==> src/rtl/signed_seg_scan_driver.sv <==
// Signed value to multiplexed seven-segment display driver.
// Converts a two's-complement value to BCD (shift-add-3, one bit
// per clock), places a minus glyph, and scans DIGITS digits.
// Ports: clk, rst_n (sync, active-low), value/load (capture
// request), busy, overflow, seg {g..a} and an (both active-low).
// Optional macro SEG_ZERO_BLANK_EN: leading-zero blanking with the
// minus glyph placed next to the most-significant non-zero digit.
module signed_seg_scan_driver #(
    parameter int WIDTH       = 8,
    parameter int DIGITS      = 4,
    parameter int REFRESH_DIV = 100000
) (
    input  logic              clk,
    input  logic              rst_n,
    input  logic [WIDTH-1:0]  value,
    input  logic              load,
    output logic              busy,
    output logic              overflow,
    output logic [6:0]        seg,
    output logic [DIGITS-1:0] an
);

    function automatic logic [63:0] pow10(input int n);
        logic [63:0] r;
        r = 64'd1;
        for (int i = 0; i < n; i++) r = r * 64'd10;
        return r;
    endfunction

    function automatic logic [6:0] seg_code(input logic [3:0] d);
        case (d)
            4'd0:    return 7'b1000000;
            4'd1:    return 7'b1111001;
            4'd2:    return 7'b0100100;
            4'd3:    return 7'b0110000;
            4'd4:    return 7'b0011001;
            4'd5:    return 7'b0010010;
            4'd6:    return 7'b0000010;
            4'd7:    return 7'b1111000;
            4'd8:    return 7'b0000000;
            4'd9:    return 7'b0010000;
            default: return 7'b1111111;
        endcase
    endfunction

    localparam logic [63:0] LIM_NEG = pow10(DIGITS - 1);
    localparam logic [63:0] LIM_POS = pow10(DIGITS);
    localparam int CW = $clog2(WIDTH + 1);
    localparam int DW = (REFRESH_DIV > 1) ? $clog2(REFRESH_DIV) : 1;
    localparam int IW = $clog2(DIGITS);
    localparam int BW = 4 * DIGITS;
    localparam logic [6:0] MINUS = 7'b0111111;
    localparam logic [6:0] BLANK = 7'b1111111;

    typedef enum logic [1:0] {IDLE, CONVERT, COMMIT} state_t;

    state_t          state, state_nx;
    logic            neg, ovf_pend;
    logic [WIDTH-1:0] mag;
    logic [BW-1:0]   bcd, bcd_adj;
    logic [CW-1:0]   cnt;
    logic [6:0]      glyph    [DIGITS];
    logic [6:0]      glyph_nx [DIGITS];
    logic [DW-1:0]   div;
    logic [IW-1:0]   idx;

    logic            in_neg, in_ovf;
    logic [WIDTH-1:0] in_mag;

    // Magnitude is WIDTH bits unsigned, so the most-negative input
    // maps to 2^(WIDTH-1) without loss.
    always_comb begin
        in_neg = value[WIDTH-1];
        in_mag = in_neg ? (~value + 1'b1) : value;
        in_ovf = in_neg ? (64'(in_mag) >= LIM_NEG)
                        : (64'(in_mag) >= LIM_POS);
    end

    always_comb begin
        state_nx = state;
        unique case (state)
            IDLE:    if (load) state_nx = in_ovf ? COMMIT : CONVERT;
            CONVERT: if (cnt == CW'(WIDTH - 1)) state_nx = COMMIT;
            COMMIT:  state_nx = IDLE;
            default: state_nx = IDLE;
        endcase
    end

    assign busy = (state != IDLE);

    always_comb begin
        logic [3:0] nib;
        bcd_adj = bcd;
        for (int i = 0; i < DIGITS; i++) begin
            nib = bcd[4*i +: 4];
            bcd_adj[4*i +: 4] = (nib >= 4'd5) ? nib + 4'd3 : nib;
        end
    end

    always_comb begin
        int msd;
        msd = 0;
        for (int i = 0; i < DIGITS; i++)
            if (bcd[4*i +: 4] != 4'd0) msd = i;
        for (int i = 0; i < DIGITS; i++) begin
`ifdef SEG_ZERO_BLANK_EN
            if (i <= msd)
                glyph_nx[i] = seg_code(bcd[4*i +: 4]);
            else if (neg && i == msd + 1)
                glyph_nx[i] = MINUS;
            else
                glyph_nx[i] = BLANK;
`else
            if (neg && i == DIGITS - 1)
                glyph_nx[i] = MINUS;
            else
                glyph_nx[i] = seg_code(bcd[4*i +: 4]);
`endif
            if (ovf_pend) glyph_nx[i] = MINUS;
        end
    end

    always_ff @(posedge clk) begin
        if (!rst_n) state <= IDLE;
        else        state <= state_nx;
    end

    always_ff @(posedge clk) begin
        if (!rst_n) begin
            neg      <= 1'b0;
            ovf_pend <= 1'b0;
            mag      <= '0;
            bcd      <= '0;
            cnt      <= '0;
            overflow <= 1'b0;
            for (int i = 0; i < DIGITS; i++) glyph[i] <= BLANK;
        end else begin
            unique case (state)
                IDLE: if (load) begin
                    neg      <= in_neg;
                    mag      <= in_mag;
                    ovf_pend <= in_ovf;
                    bcd      <= '0;
                    cnt      <= '0;
                end
                CONVERT: begin
                    bcd <= (bcd_adj << 1) | BW'(mag[WIDTH-1]);
                    mag <= {mag[WIDTH-2:0], 1'b0};
                    cnt <= cnt + 1'b1;
                end
                COMMIT: begin
                    glyph    <= glyph_nx;
                    overflow <= ovf_pend;
                end
                default: ;
            endcase
        end
    end

    always_ff @(posedge clk) begin
        if (!rst_n) begin
            div <= '0;
            idx <= '0;
            seg <= BLANK;
            an  <= '1;
        end else begin
            if (div == DW'(REFRESH_DIV - 1)) begin
                div <= '0;
                idx <= (idx == IW'(DIGITS - 1)) ? '0 : idx + 1'b1;
            end else begin
                div <= div + 1'b1;
            end
            an  <= ~(DIGITS'(1) << idx);
            seg <= glyph[idx];
        end
    end

endmodule
==> config.mk <==
export PLATFORM = sky130hd
export DESIGN_NAME = signed_seg_scan_driver
export DESIGN_NICKNAME = d
export VERILOG_FILES = /design/src/rtl/signed_seg_scan_driver.sv
export SDC_FILE = /design/constraint.sdc
export NUM_CORES = 1
export LEC_CHECK = 0
export CAP_MARGIN = 5
export CELL_PAD_IN_SITES_DETAIL_PLACEMENT = 0
export CELL_PAD_IN_SITES_GLOBAL_PLACEMENT = 1
export CORE_AREA = 2 2 130 132
export DETAILED_ROUTE_END_ITERATION = 12
export DIE_AREA = 0 0 132 134
export PLACE_DENSITY = 0.54
export SETUP_SLACK_MARGIN = 0.15
export SYNTH_ARGS = -nofsm -noshare
export SYNTH_HDL_FRONTEND = slang
export SYNTH_SLANG_ARGS = --single-unit
export TNS_END_PERCENT = 50
==> constraint.sdc <==
create_clock -name clk -period 6.5 [get_ports clk]
set_input_delay 1.3 -clock clk [delete_from_list [all_inputs] [get_ports clk]]
set_output_delay 1.3 -clock clk [all_outputs]
set_load 0.005 [all_outputs]
# After elaboration in Yosys (flattened, before gate mapping)
# Memory sizes are Yosys's and may differ from the RTL's. A register that Yosys moved wholly into a read port is not among the register bits.
# Cells that the tools add are included.
# Widths: inputs -> output; s select.
# op_classes
muxes	21
eq_ne	7
n_addsub	8
shift	1
magnitude_cmp	5
n_reduce_logical	10
bitwise_logic	5
# ops
operator	count
$pmux 16 s2	1
$mux 4	6
$mux 7	3
$add 17x1->17 const B	1
$eq 17x17->1 const B	1
$ge 4x3->1 const B	4
$mux 16	1
$mux 8	2
$or 16x1->16	1
$pmux 8 s2	1
$bmux 7 s2	1
$add 4x2->4 const B	3
$add 8x1->8 const B	1
$not 8->8	1
$pmux 4 s2	1
$mux 2	3
$reduce_and 2->1	3
$add 4x1->4 const B	1
$eq 2x2->1 const B	2
$eq 4x3->1 const B	1
$ne 2x2->1 const B	2
$not 4->4	1
$pmux 2 s2	1
$reduce_bool 2->1	2
other kinds (11)	13
# word_totals
reg_bits	68
wordCells	71
romBits	448
inputBits	11
out_inout_bits	13
memories	4
# memory_table
memory	depth	word_bits	read_ports	rd_ports_with_merged_regs	wr	line_no	rtl
(name not given)	16	7	1	1	0	31	case (d)
(name not given)	16	7	1	1	0	31	
(name not given)	16	7	1	1	0	31	
(name not given)	16	7	1	1	0	31	

# Depth between registers and ports, before layout
# Gate-level depths: netlist of the first run.
# logic_depth
word_depth	6
ltp_mapped	12
mapped_depth_nobuf	12

# Worst setup path before layout of the first run
# No wires, ideal clock.
# synth_path
path_type	input to register
from	input port load
to	register (tool-made name)
stages	11
t_arrival_ns	2.730
path_slack_ns	3.692
required_ns	6.422
n_path_buf	1
setup_time_ns	0.078
cell_sequence	o21bai_4 > and2_1 > clkbuf_1 > nand2_1 > nand2_1 > inv_1 > ha_1 > nor2_1 > o211a_1 > o21ai_0 > a32oi_1
# synth_lines
element	line_no	rtl
start: declaration	16	input logic load,

==> results.py, run 1 <==
metrics = {
    "status": {
        "status": "finished, final reports clean",
    },
    "power": {
        "ir_worst_vdd_uv": 120,
        "powerDensity_mw_per_mm2": 225,
        "leakage_uw": 0.00213,
    },
    "job": {
        "max_cap_violations": 0,
    },
    "synth": {
        "yosysWarnings": 0,
        "ys_seq_area_share_pct": 39.8,
        "netlist-cell-type-count": 63,
        "synthCells": 556,
        "synth_area_leaders": "dfxtp_1, ha_1, nand2_1",
        "yosys_register_bits": 96,
        "synth.largest_area_cell": "dfxtp_1",
        "syn_avg_cell_area_um2": 8.70,
        "syn_nets": 596,
        "postSynth.asyncResetShare_pct": 0,
        "synthFlopType": "dfxtp_1",
        "synth-edff-count": 0,
        "yosys.area.top_type_share_pct": 39.8,
        "synth_area_mm2": 0.00483,
    },
    "cells_and_area": {
        "final_core_util_pct": 33.9,
        "drive_above_1_share_pct": 6.94,
        "area_delta_synth_final_pct": 14.1,
        "stdcell_area_mm2": 0.00551,
        "final_cell_mix": "dfxtp_1, nor2_1, nand2_1",
        "final_common_cell": "dfxtp_1",
        "layout.nets": 597,
        "diodes": 0,
    },
    "critical_path": {
        "critPathMaxFanout": 50,
        "rrSetupSlack_ns": 3.71,
        "crit_required_ns": 6.77,
        "critPathLaunchType": "input port",
        "endpoint_kind": "register",
        "critPathKind": "in2reg",
        "cp.arrival_ns": 4.17,
        "rr_worst_depth": 10,
        "r2r_start": "state[0]",
    },
    "clock_network": {
        "root_buffer": "clkbuf_16",
        "clkSlewWorstSetupHoldPaths_ns": 0.07,
        "cts.sinks": 96,
        "post-cts-setup-buffers": 0,
        "cts_buffers": 9,
        "cts_hold_buf": 0,
        "ctsResizeCount": 0,
        "cts_tree": "yes",
        "cts.htree.levels": 3,
        "max-clock-path-buffers": 2,
        "clock_latency_ns": 0.35,
    },
    "min_path": {
        "whs_path_depth": 2,
        "min-delay-path-class": "reg2reg",
        "worstHoldStart": "mag[6]",
        "min_to": "mag[6]",
    },
    "drt": {
        "drt_iter0_markers": 207,
        "ant_nets": 0,
        "finalWirelength_mm": 10.5,
        "routed_via_density": 4.68,
        "first_pass_iters": 4,
        "drc_errors": 0,
        "wl_per_cell_um": 13.5,
        "vias": 3663,
    },
    "placed_design": {
        "placed_area_mm2": 0.00518,
        "port-buffer-count": 22,
        "gp_congestion": 0.753,
        "dp_slack_ns": 2.09,
        "hpwlAfterDp_mm": 7.70,
    },
    "global_route": {
        "grt_pass1_vias": 3458,
        "antenna_found_initial": 0,
        "grt_first_pass_wirelength_mm": 17.5,
        "grt_overflow": 0,
        "grt_start_max_net_pins": 51,
        "grt.total_usage_pct": 12.4,
    },
    "sta": {
        "slew_viol_final": 0,
        "fin_tns_setup_ns": 0,
        "fin_skew_ns": 0.00624,
        "worst_pin_slew_ns": 0.896,
        "post-route-period-util_pct": 60.1,
        "rsz0062_at_grt": "false",
        "fin_hold_ws_ns": 0.460,
        "post-route-min-period_ns": 3.91,
        "max_slew_margin_pct": 40.2,
        "setup_violations": 0,
        "setup_ws_ns": 2.59,
        "final_hold_viol_count": 0,
        "fmax_ghz": 0.256,
    },
    "floorplanning": {
        "core.rowCount": 47,
        "fp.coreArea_mm2": 0.0163,
        "start_util_pct": 29.7,
        "die_w_um": 132,
        "die-area_mm2": 0.0177,
        "io-pin-count": 24,
        "chipHeight_um": 134,
    },
}
-- worst max-delay path: stages --
cell     delay [ns]
buf_2          0.65
inv_1          0.61
nor2_1         0.37
o21ai_0        0.21
nand2_1        0.16
inv_1          0.09
ha_1           0.22
nor2_1         0.10
o211a_1        0.14
o21ai_0        0.08
a32oi_1        0.23
-- layout make-up --
type | instances | area, µm²
clock inverter | 6 | 91.3
clock buffer | 10 | 239
timing repair buffer | 23 | 223
tap | 220 | 275
inverter | 25 | 93.8
sequential | 96 | 1920
multi-input combinational | 402 | 2670
fill | 1710 | 10800
-- per-stage QoR --
step           power (µW)  std cells
4_1_cts              1260        782
3_5_place_dp          674        766
3_3_place_gp          673        766
2_1_floorplan         656        556
6_report             1240        782
5_1_grt              1290        782
-- flip-flops by register name (all words and copies together) (netlist names), 2 cells and up, named ones only --
name and cells:
seg 7, bcd 16, cnt 4, state 2, an 4, glyph 28, idx 2, mag 8
div 17
-- worst max-delay path by stage --
stage	slack, ns	from	depth (start not counted)	end
final	2.59	rst_n	11	register
after global placement	2.23	rst_n	11	register
after global routing	2.16	rst_n	11	register
after floorplan	3.69	load	11	register
after detailed placement	2.09	rst_n	11	register
after CTS	2.46	rst_n	11	register
-- cell families (layout without fill, tap and decap cells) --
family	Yosys count	in the layout	synth area share [%]
adders and majority gates	29	29	7.51
DFF	96	96	39.8
AOI/OAI and AO/OA	117	117	16.4
buffers and inverters	58	64	5.02
xor gates and xnor gates	24	24	4.35
other	1	1	0.0776
and+or+nand+nor	216	216	21.9
muxes	15	15	4.92
-- routing by layer --
metal / up-vias / wire length (µm) / part of all wire (%) / global-route usage [%]
met5: - / 0 / 0 / 0
met4: 0 / 189 / 1.8 / 5.62
met3: 9 / 258 / 2.5 / 1.97
met2: 42 / 4460 / 42 / 18.4
met1: 1682 / 5620 / 53 / 17.6
li1: 1930 / - / - / -
-- Yosys cell counts, drive strengths merged (5+ instances only) --
library cell / count
and3: 6
buf: 10
dfxtp: 96
o311ai: 11
nand2b: 22
mux2i: 8
nand3: 18
nand4: 6
a22oi: 5
nor2b: 5
ha: 29
mux4: 7
nor2: 62
o21ai: 37
nand2: 63
xnor2: 14
nand3b: 5
inv: 25
clkbuf: 23
xor2: 10
nor3: 11
a21oi: 30
-- power by group --
group / switching (µW) / internal, µW
Sequential: 7.46 / 596
Combinational: 33.0 / 22.4
Clock: 234 / 349
(Power assumes the default switching activity.)
==> run 2, diff against run 1 <==
--- a/config.mk
+++ b/config.mk
@@ -11,7 +11,7 @@
 export CORE_AREA = 2 2 130 132
 export DETAILED_ROUTE_END_ITERATION = 12
 export DIE_AREA = 0 0 132 134
-export PLACE_DENSITY = 0.54
+export PLACE_DENSITY = 0.56
 export SETUP_SLACK_MARGIN = 0.15
 export SYNTH_ARGS = -nofsm -noshare
 export SYNTH_HDL_FRONTEND = slang
==> constraint.sdc (replaced) <==
create_clock -name clk -period 3.3 [get_ports clk]
set_input_delay 0.66 -clock clk [delete_from_list [all_inputs] [get_ports clk]]
set_output_delay 0.66 -clock clk [all_outputs]
set_load 0.005 [all_outputs]
==> results.py, run 2 (synthesized netlist as in run 1, its figures left out) <==
metrics = {
    "power": {
        "powerDensity_mw_per_mm2": 417,
        "ir_worst_vdd_uv": 311,
        "leakage_uw": 0.00216,
    },
    "critical_path": {
        "critPathKind": "reg2reg",
        "cp.arrival_ns": 2.68,
        "critPathMaxFanout": 9,
        "crit_chain": "inv_1 > ha_1 > nor2b_1 > nor3_1 > o21ai_0 > nand2_1 > inv_1 > ha_1 > nor2_1 > o211a_1 > o21ai_0 > a32oi_1",
        "rrSetupSlack_ns": 0.84,
        "r2r_start": "bcd[9]",
        "slowest_stage": "dfxtp_1",
        "cpPeakStageDelay_ns": 0.48,
        "crit_required_ns": 3.52,
        "endpoint_kind": "register",
        "crit_path_start": "bcd[9]",
        "critPathLaunchType": "register",
    },
    "floorplanning": {
        "die-area_mm2": 0.0177,
        "core.rowCount": 47,
        "io-pin-count": 24,
        "die_w_um": 132,
        "start_util_pct": 29.7,
        "fp.coreArea_mm2": 0.0163,
        "chipHeight_um": 134,
    },
    "sta": {
        "post-route-min-period_ns": 2.46,
        "slew_viol_final": 0,
        "rsz0062_at_grt": "false",
        "max_slew_margin_pct": 60.1,
        "post-route-period-util_pct": 74.7,
        "fin_skew_ns": 0.00418,
        "fmax_ghz": 0.406,
        "fin_tns_setup_ns": 0,
        "setup_violations": 0,
        "worst_pin_slew_ns": 0.597,
        "final_hold_viol_count": 0,
    },
    "placed_design": {
        "gp_congestion": 0.771,
        "hpwlAfterDp_mm": 7.70,
        "port-buffer-count": 22,
        "dp.cells": 773,
    },
    "global_route": {
        "grt_pass1_vias": 3607,
        "grt_start_max_net_pins": 46,
        "grt_overflow": 0,
        "antenna_found_initial": 0,
        "grt_first_pass_wirelength_mm": 17.9,
        "grt.total_usage_pct": 12.6,
    },
    "clock_network": {
        "clkSlewWorstSetupHoldPaths_ns": 0.06,
        "max-clock-path-buffers": 2,
        "cts.sinks": 96,
        "ctsResizeCount": 0,
        "cts_tree": "yes",
        "post-cts-setup-buffers": 0,
        "cts_buffers": 9,
        "clock_latency_ns": 0.34,
        "root_buffer": "clkbuf_16",
        "cts_hold_buf": 0,
        "cts.htree.levels": 3,
    },
    "cells_and_area": {
        "area_delta_synth_final_pct": 14.2,
        "top_register": "glyph",
        "largest_reg_flops": 28,
        "final_common_cell": "dfxtp_1",
        "drive_above_1_share_pct": 7.75,
        "diodes": 0,
        "final_cell_mix": "dfxtp_1, nor2_1, nand2_1",
        "final_cell_count_no_fill": 788,
        "top_regs": "glyph (28), div (17), bcd (16)",
        "layout.nets": 604,
        "fillers": 1682,
    },
    "drt": {
        "ant_nets": 0,
        "routed_via_density": 4.73,
        "drt_iter0_markers": 187,
        "first_pass_iters": 4,
        "finalWirelength_mm": 10.6,
        "drc_errors": 0,
        "wl_per_cell_um": 13.4,
        "vias": 3730,
    },
    "status": {
        "status": "finished, final reports clean",
    },
    "job": {
        "max_cap_violations": 0,
    },
    "min_path": {
        "worstHoldStart": "div[0]",
        "min-delay-path-class": "reg2reg",
    },
}
run 2: cell count changes in the layout (fill, tap and decap cells not counted), sizes merged:
cell	previous run	this run
clkbuf	10	13
buf	2	9
bufinv	2	0
clkinvlp	3	0
clkinv	0	2
inv	26	25
run 2: worst paths after layout:
kind	cells after the start	to
worst min register to register	1	div[0]
worst min-delay path	1	div[0]
worst max-delay path	12	register
worst max register to register	12	register
run 2: critical path, delay by kind of cell, from the launching register on:
kind	cells	cell delay, ns
AO/OA/AOI/OAI	4	0.72
AND/OR/NAND/NOR	4	0.50
adder cells (fa/ha/maj)	2	0.41
flip-flops	1	0.48
buffers and inverters	2	0.26
run 2: metal layers:
metal  track usage (%)  wire length, µm  vias to the layer above
met5                 0                0                        -
met4              5.62              215                        0
met3              2.23              314                       13
met2              19.6             4740                       59
met1              17.0             5310                     1718
li1                  -                -                     1940
run 2: layout make-up:
cell class,count,area [µm²],share of cell area (%)
sequential,96,1920,34.8
tap,220,275,4.99
multi-input combinational,402,2670,48.4
inverter,25,93.8,1.70
timing repair buffer,30,275,4.99
clock buffer,13,270,4.90
clock inverter,2,13.8,0.249
run 2: power by group:
group / total, µW / switching (µW) / internal [µW] / leakage, µW
Clock: 996 / 427 / 569 / 0.000142
Combinational: 118 / 68.0 / 49.8 / 0.00124
Sequential: 1190 / 14.5 / 1170 / 0.000778
Total: 2300 / 510 / 1790 / 0.00216
run 2: through the flow:
stage	cell area [µm²]	hold WS (ns)	utilization, %	setup slack, ns	total power, µW
floorplan	4830	0.426	-	1.13	1290
global placement	5240	0.442	32.1	0.620	1330
detailed placement	5240	0.450	32.1	0.610	1330
CTS	5520	0.463	33.9	0.857	2340
global route	5520	0.475	33.9	0.607	2390
finish	5520	0.461	33.9	0.836	2300
